<file path="src/rtl/ram_port_arbiter_pkg.sv">
// Shared types and constants for the two-requester RAM port arbiter.
// State encoding and requester ids live here so all files agree.
package ram_port_arbiter_pkg;

    typedef enum logic [1:0] {
        INIT  = 2'd0,
        RUN   = 2'd1,
        CLEAR = 2'd2
    } state_t;

    localparam logic REQ0 = 1'b0;
    localparam logic REQ1 = 1'b1;

endpackage

</file>
<file path="src/rtl/ram_port_arbiter_rr.sv">
// Two-way round-robin arbiter: grants on request, pointer moves
// to the other requester after every grant.
module rr_arbiter2
    import ram_port_arbiter_pkg::*;
(
    input  logic       clock,
    input  logic       reset,
    input  logic       i_en,
    input  logic [1:0] i_req,
    output logic [1:0] o_gnt
);

    logic       r_ptr;
    logic [1:0] w_gnt;

    always_comb begin
        w_gnt = 2'b00;
        if (i_en) begin
            unique case (i_req)
                2'b01:   w_gnt = 2'b01;
                2'b10:   w_gnt = 2'b10;
                2'b11:   w_gnt = (r_ptr == REQ1) ? 2'b10 : 2'b01;
                default: w_gnt = 2'b00;
            endcase
        end
    end

    always_ff @(posedge clock) begin
        if (reset) begin
            r_ptr <= REQ0;
        end else if (|w_gnt) begin
            r_ptr <= w_gnt[0] ? REQ1 : REQ0;
        end
    end

    assign o_gnt = w_gnt;

endmodule

</file>
<file path="src/rtl/ram_port_arbiter.sv">
// Shares one single-port synchronous RAM between two requesters and
// sequences the whole-array clear at power-up and on request.
module ram_port_arbiter
    import ram_port_arbiter_pkg::*;
#(
    parameter int ADDR_WIDTH = 8,
    parameter int DATA_WIDTH = 4,
    parameter int CNT_WIDTH  = 16
) (
    input  logic                  clock,
    input  logic                  reset,
    input  logic                  clear_req,
    output logic                  clear_done,
    input  logic                  req0,
    input  logic                  req1,
    input  logic                  we0,
    input  logic                  we1,
    input  logic [ADDR_WIDTH-1:0] addr0,
    input  logic [ADDR_WIDTH-1:0] addr1,
    input  logic [DATA_WIDTH-1:0] wdata0,
    input  logic [DATA_WIDTH-1:0] wdata1,
    output logic                  gnt0,
    output logic                  gnt1,
    output logic                  rvalid0,
    output logic                  rvalid1,
    output logic [DATA_WIDTH-1:0] rdata,
    output logic [CNT_WIDTH-1:0]  acc_cnt0,
    output logic [CNT_WIDTH-1:0]  acc_cnt1,
    output logic                  ram_reset,
    output logic [ADDR_WIDTH-1:0] ram_address,
    output logic                  ram_read_or_write,
    output logic [DATA_WIDTH-1:0] ram_data_in,
    input  logic [DATA_WIDTH-1:0] ram_data_out
);

    state_t                r_state;
    state_t                w_next;
    logic                  r_clear_done;
    logic                  r_rd_pend;
    logic                  r_rd_id;
    logic [CNT_WIDTH-1:0]  r_cnt0;
    logic [CNT_WIDTH-1:0]  r_cnt1;
    logic                  w_arb_en;
    logic [1:0]            w_gnt;
    logic                  w_rd_issue;

    always_ff @(posedge clock) begin
        if (reset) begin
            r_state <= INIT;
        end else begin
            r_state <= w_next;
        end
    end

    // A clear request in RUN takes the cycle away from arbitration.
    always_comb begin
        w_next   = r_state;
        w_arb_en = 1'b0;
        unique case (r_state)
            INIT:    w_next = RUN;
            RUN: begin
                if (clear_req) begin
                    w_next = CLEAR;
                end else begin
                    w_arb_en = 1'b1;
                end
            end
            CLEAR:   w_next = RUN;
            default: w_next = INIT;
        endcase
    end

    rr_arbiter2 u_arb (
        .clock (clock),
        .reset (reset),
        .i_en  (w_arb_en),
        .i_req ({req1, req0}),
        .o_gnt (w_gnt)
    );

    assign gnt0 = w_gnt[0];
    assign gnt1 = w_gnt[1];

    always_comb begin
        ram_address       = '0;
        ram_read_or_write = 1'b0;
        ram_data_in       = '0;
        if (w_gnt[0]) begin
            ram_address       = addr0;
            ram_read_or_write = we0;
            ram_data_in       = wdata0;
        end else if (w_gnt[1]) begin
            ram_address       = addr1;
            ram_read_or_write = we1;
            ram_data_in       = wdata1;
        end
    end

    assign ram_reset  = (r_state == INIT) || (r_state == CLEAR);
    assign w_rd_issue = (w_gnt[0] && !we0) || (w_gnt[1] && !we1);

    always_ff @(posedge clock) begin
        if (reset) begin
            r_clear_done <= 1'b0;
            r_rd_pend    <= 1'b0;
            r_rd_id      <= REQ0;
        end else begin
            r_clear_done <= ram_reset;
            r_rd_pend    <= w_rd_issue;
            if (|w_gnt) begin
                r_rd_id <= w_gnt[1] ? REQ1 : REQ0;
            end
        end
    end

    always_ff @(posedge clock) begin
        if (reset) begin
            r_cnt0 <= '0;
            r_cnt1 <= '0;
        end else begin
            if (w_gnt[0] && (r_cnt0 != '1)) begin
                r_cnt0 <= r_cnt0 + CNT_WIDTH'(1);
            end
            if (w_gnt[1] && (r_cnt1 != '1)) begin
                r_cnt1 <= r_cnt1 + CNT_WIDTH'(1);
            end
        end
    end

    assign clear_done = r_clear_done;
    assign rvalid0    = r_rd_pend && (r_rd_id == REQ0);
    assign rvalid1    = r_rd_pend && (r_rd_id == REQ1);
    assign rdata      = r_rd_pend ? ram_data_out : '0;
    assign acc_cnt0   = r_cnt0;
    assign acc_cnt1   = r_cnt1;

endmodule

</file>
<file path="config.mk">
export PLATFORM = sky130hd
export DESIGN_NAME = ram_port_arbiter
export DESIGN_NICKNAME = d
export VERILOG_FILES = /design/src/rtl/ram_port_arbiter_pkg.sv /design/src/rtl/ram_port_arbiter_rr.sv /design/src/rtl/ram_port_arbiter.sv
export SDC_FILE = /design/constraint.sdc
export NUM_CORES = 1
export LEC_CHECK = 0
export ABC_AREA = 1
export CAP_MARGIN = 0
export CORE_UTILIZATION = 40
export DETAILED_ROUTE_END_ITERATION = 8
export GPL_TIMING_DRIVEN = 1
export PLACE_DENSITY = 0.77
export RECOVER_POWER = 25
export SLEW_MARGIN = 20
export SYNTH_ARGS = -nofsm -noshare
export SYNTH_HDL_FRONTEND = slang
export SYNTH_HIERARCHICAL = 1
export SYNTH_SLANG_ARGS = --single-unit
</file>
<file path="constraint.sdc">
create_clock -name clock -period 2.19 [get_ports clock]
set_clock_uncertainty 0.1 [all_clocks]
set_input_delay 0.5475 -clock clock [delete_from_list [all_inputs] [get_ports clock]]
set_output_delay 0.5475 -clock clock [all_outputs]
set_load 0.005 [all_outputs]
</file>
==> flow_metrics.py, run 1 <==
metrics = {
    "status": {
        "run_status": "finished with violations",
        "violations": "setup timing",
    },
    "clock_tree": {
        "numCtsBuffers": 5,
        "clkTransAtPathRegs_ps": 80,
        "cts_sinks": 38,
        "htree_levels": 2,
        "holdBufCountCts": 0,
        "cts_tree": "yes",
        "cts_root_buffer": "clkbuf_8",
        "cts_max_path_buffers": 2,
        "clock_latency_ps": 300,
    },
    "place": {
        "dp_cells": 557,
        "hpwlAfterDp_um": 4660,
        "place_worst_setup_slack_ps": -810,
        "portBuffers": 89,
        "place_congestion": 0.806,
    },
    "global_routing": {
        "grt_max_degree": 17,
        "antenna_found_initial": 1,
        "grt_pass1_wl_um": 11400,
        "grtUsageTotal_pct": 23.2,
        "globalRouteOverflowTotal": 0,
        "grt_pass1_vias": 2561,
    },
    "job": {
        "maxCapViolCount": 0,
    },
    "pwr": {
        "p_leak_nw": 1.72,
        "peakVddDrop_mv": 0.232,
        "power_density_nw_per_um2": 381,
    },
    "final_layout": {
        "drive_gt1_share_pct": 22.2,
        "final_net_count": 558,
        "finalNonFillerCells": 596,
        "synthToLayoutAreaGrowth_pct": 65.5,
        "fillCellCount": 445,
    },
    "drt": {
        "ant_nets": 0,
        "routed_wl_um": 7300,
        "vias_per_cell": 4.78,
        "drt-initial-drc-count": 139,
        "vias": 2849,
        "avgRoutedWirePerCell_um": 12.3,
        "drc": 0,
        "drtPass1Iterations": 4,
    },
    "floorplan": {
        "die_w_um": 77.9,
        "initial_core_util_pct": 41.6,
        "io-pin-count": 90,
        "core_um2": 5540,
        "die_area_um2": 6070,
        "row_count": 27,
        "fp.dieH_um": 77.9,
    },
    "setup_path": {
        "worstPathArrival_ps": 2520,
        "critical_path.max_fanout": 3,
        "crit_type": "reg2reg",
        "required_ps": 2280,
        "reg2reg_depth": 17,
        "start_kind": "flop",
        "critPathCaptureType": "flop",
    },
    "yosys": {
        "netlist_area_um2": 2300,
        "yosysWarnings": 6,
        "yosysUniqueCellTypes": 28,
        "synth.net_count": 422,
        "synth_edf_count": 0,
        "postSynthAreaPerCell_um2": 5.99,
        "ys_seq_elements": 38,
        "seq_area_frac_synth_pct": 33.0,
        "synth-async-reset-ratio_pct": 0,
        "syn-instance-count": 385,
        "ys.flop_type": "dfxtp_1",
    },
    "timing": {
        "tns_ps": -2080,
        "maxSlewViolCount": 0,
        "hold_ws_ps": 366,
        "finalSetupViolCount": 14,
        "max_freq_ghz": 0.411,
        "fin_ws_ps": -242,
        "rsz0062_at_grt": "yes",
        "period_needed_ps": 2430,
        "finalHoldViolations": 0,
        "timing.slew.headroom_pct": 66.3,
        "tightest_slew_ps": 505,
        "layout_worst_path_cycle_share_pct": 111,
    },
    "hold_path": {
        "hold_depth": 1,
        "hold_class": "reg2reg",
    },
}
[cell families (layout without fill, tap and decap cells)]
family          count (synthesis)  count (layout)  synth area share [%]
fa+ha+maj                       2               2                  1.09
compound gates                 26              26                  5.86
other cells                     0               2                     0
buf+inv                        52             189                  9.45
simple gates                  267             267                  50.6
flops                          38              38                  33.0
[final timing paths]
check	startpoint	end	slack, ps
worst min-delay path	r_state[1]	r_state[1]	370
worst max register to register	r_state[1]	u_arb/r_ptr	-240
worst max-delay path	r_state[1]	u_arb/r_ptr	-240
worst min register to register	r_state[1]	r_state[1]	370
[layout make-up]
| cell class | count | area, um^2 | area share, % |
|---|---|---|---|
| multi-input combinational | 295 | 1410 | 37.1 |
| timing repair buffer | 140 | 1280 | 33.7 |
| sequential | 38 | 763 | 20.0 |
| inverter | 41 | 164 | 4.30 |
| tap | 72 | 90.1 | 2.36 |
| clock buffer | 6 | 82.6 | 2.16 |
| clock inverter | 2 | 12.5 | 0.328 |
| antenna | 2 | 5.00 | 0.131 |
[metrics by stage]
stage | instance area [um^2] | power, mW | util, %
global route | 3810 | 1.53 | 68.8
CTS | 3700 | 1.45 | 66.8
finish | 3810 | 1.45 | 68.9
detailed placement | 3400 | 0.909 | 61.4
floorplan | 2320 | 0.782 | -
global placement | 3400 | 0.906 | 61.4
[repair_timing]
action,in CTS,in global routing
buffers inserted,26,4
endpoints found under the setup margin,31,29
gates resized for setup,92,29
pin swaps,12,12
gates cloned,1,0
endpoints found under the hold margin,0,0
[per-layer routing]
layer | track usage, % | share of wire, % | vias to the layer above
li1 | - | - | 1472
met1 | 27.6 | 41 | 1261
met2 | 39.9 | 50 | 90
met3 | 4.59 | 4.6 | 26
met4 | 10.7 | 4.4 | 0
met5 | 0 | 0 | -
[Yosys cell counts (2+ instances only)]
cell	instances	share of area [%]
nor3_1	5	1.1
nand4_1	3	0.81
nand3_1	36	7.8
ha_1	2	1.1
nor2_4	4	2.0
buf_2	5	1.1
nor2_2	7	1.9
nor2_1	76	12
inv_1	39	6.4
nand2_2	3	0.81
buf_6	2	0.98
dfxtp_1	38	33
o21ai_0	3	0.65
clkbuf_1	2	0.33
a21oi_1	21	4.6
nand2_1	127	21
[where the power goes]
part / internal, mW / switching, mW / leakage (nW) / total [mW]
logic: 0.141 / 0.0900 / 1.36 / 0.231
registers: 0.700 / 0.00907 / 0.308 / 0.709
clock network: 0.253 / 0.262 / 0.0472 / 0.515
[worst max-delay path: stages, from the launching register on]
cell     delay (ps)
dfxtp_2         350
nor3_4          230
nand2_2         120
buf_4           150
buf_4           120
buf_4           120
buf_6           100
buf_6           100
buf_6           110
buf_6           110
buf_6           100
buf_6           100
buf_6           100
buf_6           100
buf_6           100
buf_6           110
nand2_4          50
a21oi_2          50
[flip-flops by register name, summed over array words and instances, names as in the netlist]
register / cells
acc_cnt0: 16
r_state: 2
clear_done: 1
r_rd_id: 1
u_arb/r_ptr: 1
acc_cnt1: 16
r_rd_pend: 1
[layout by cell type (no fill, tap or decap), types with 2 or more instances in the layout]
cell type,synthesis,layout
clkbuf_8,0,6
a21oi_1,21,20
inv_2,1,3
nand2_4,1,4
dfxtp_1,38,36
clkdlybuf4s50_1,0,66
ha_1,2,2
nand3_1,36,34
buf_4,0,31
nor2_1,76,72
buf_6,2,19
buf_2,5,14
nand4_1,3,3
dfxtp_2,0,2
nor2_2,7,10
nand2_1,127,119
nand3_2,0,2
buf_12,0,2
nor2_4,4,5
diode_2,0,2
inv_1,39,36
o21ai_0,3,3
nand2_2,3,8
nor3_1,5,3
dlygate4sd2_1,0,6
No activity file was read; power rests on OpenSTA's default activity.
==> run 2, diff against run 1 <==
CTS_CLUSTER_DIAMETER = 120   (was default)
==> results of run 2 <==
No change in the layout: final DEF, timing and power equal those of run 1.
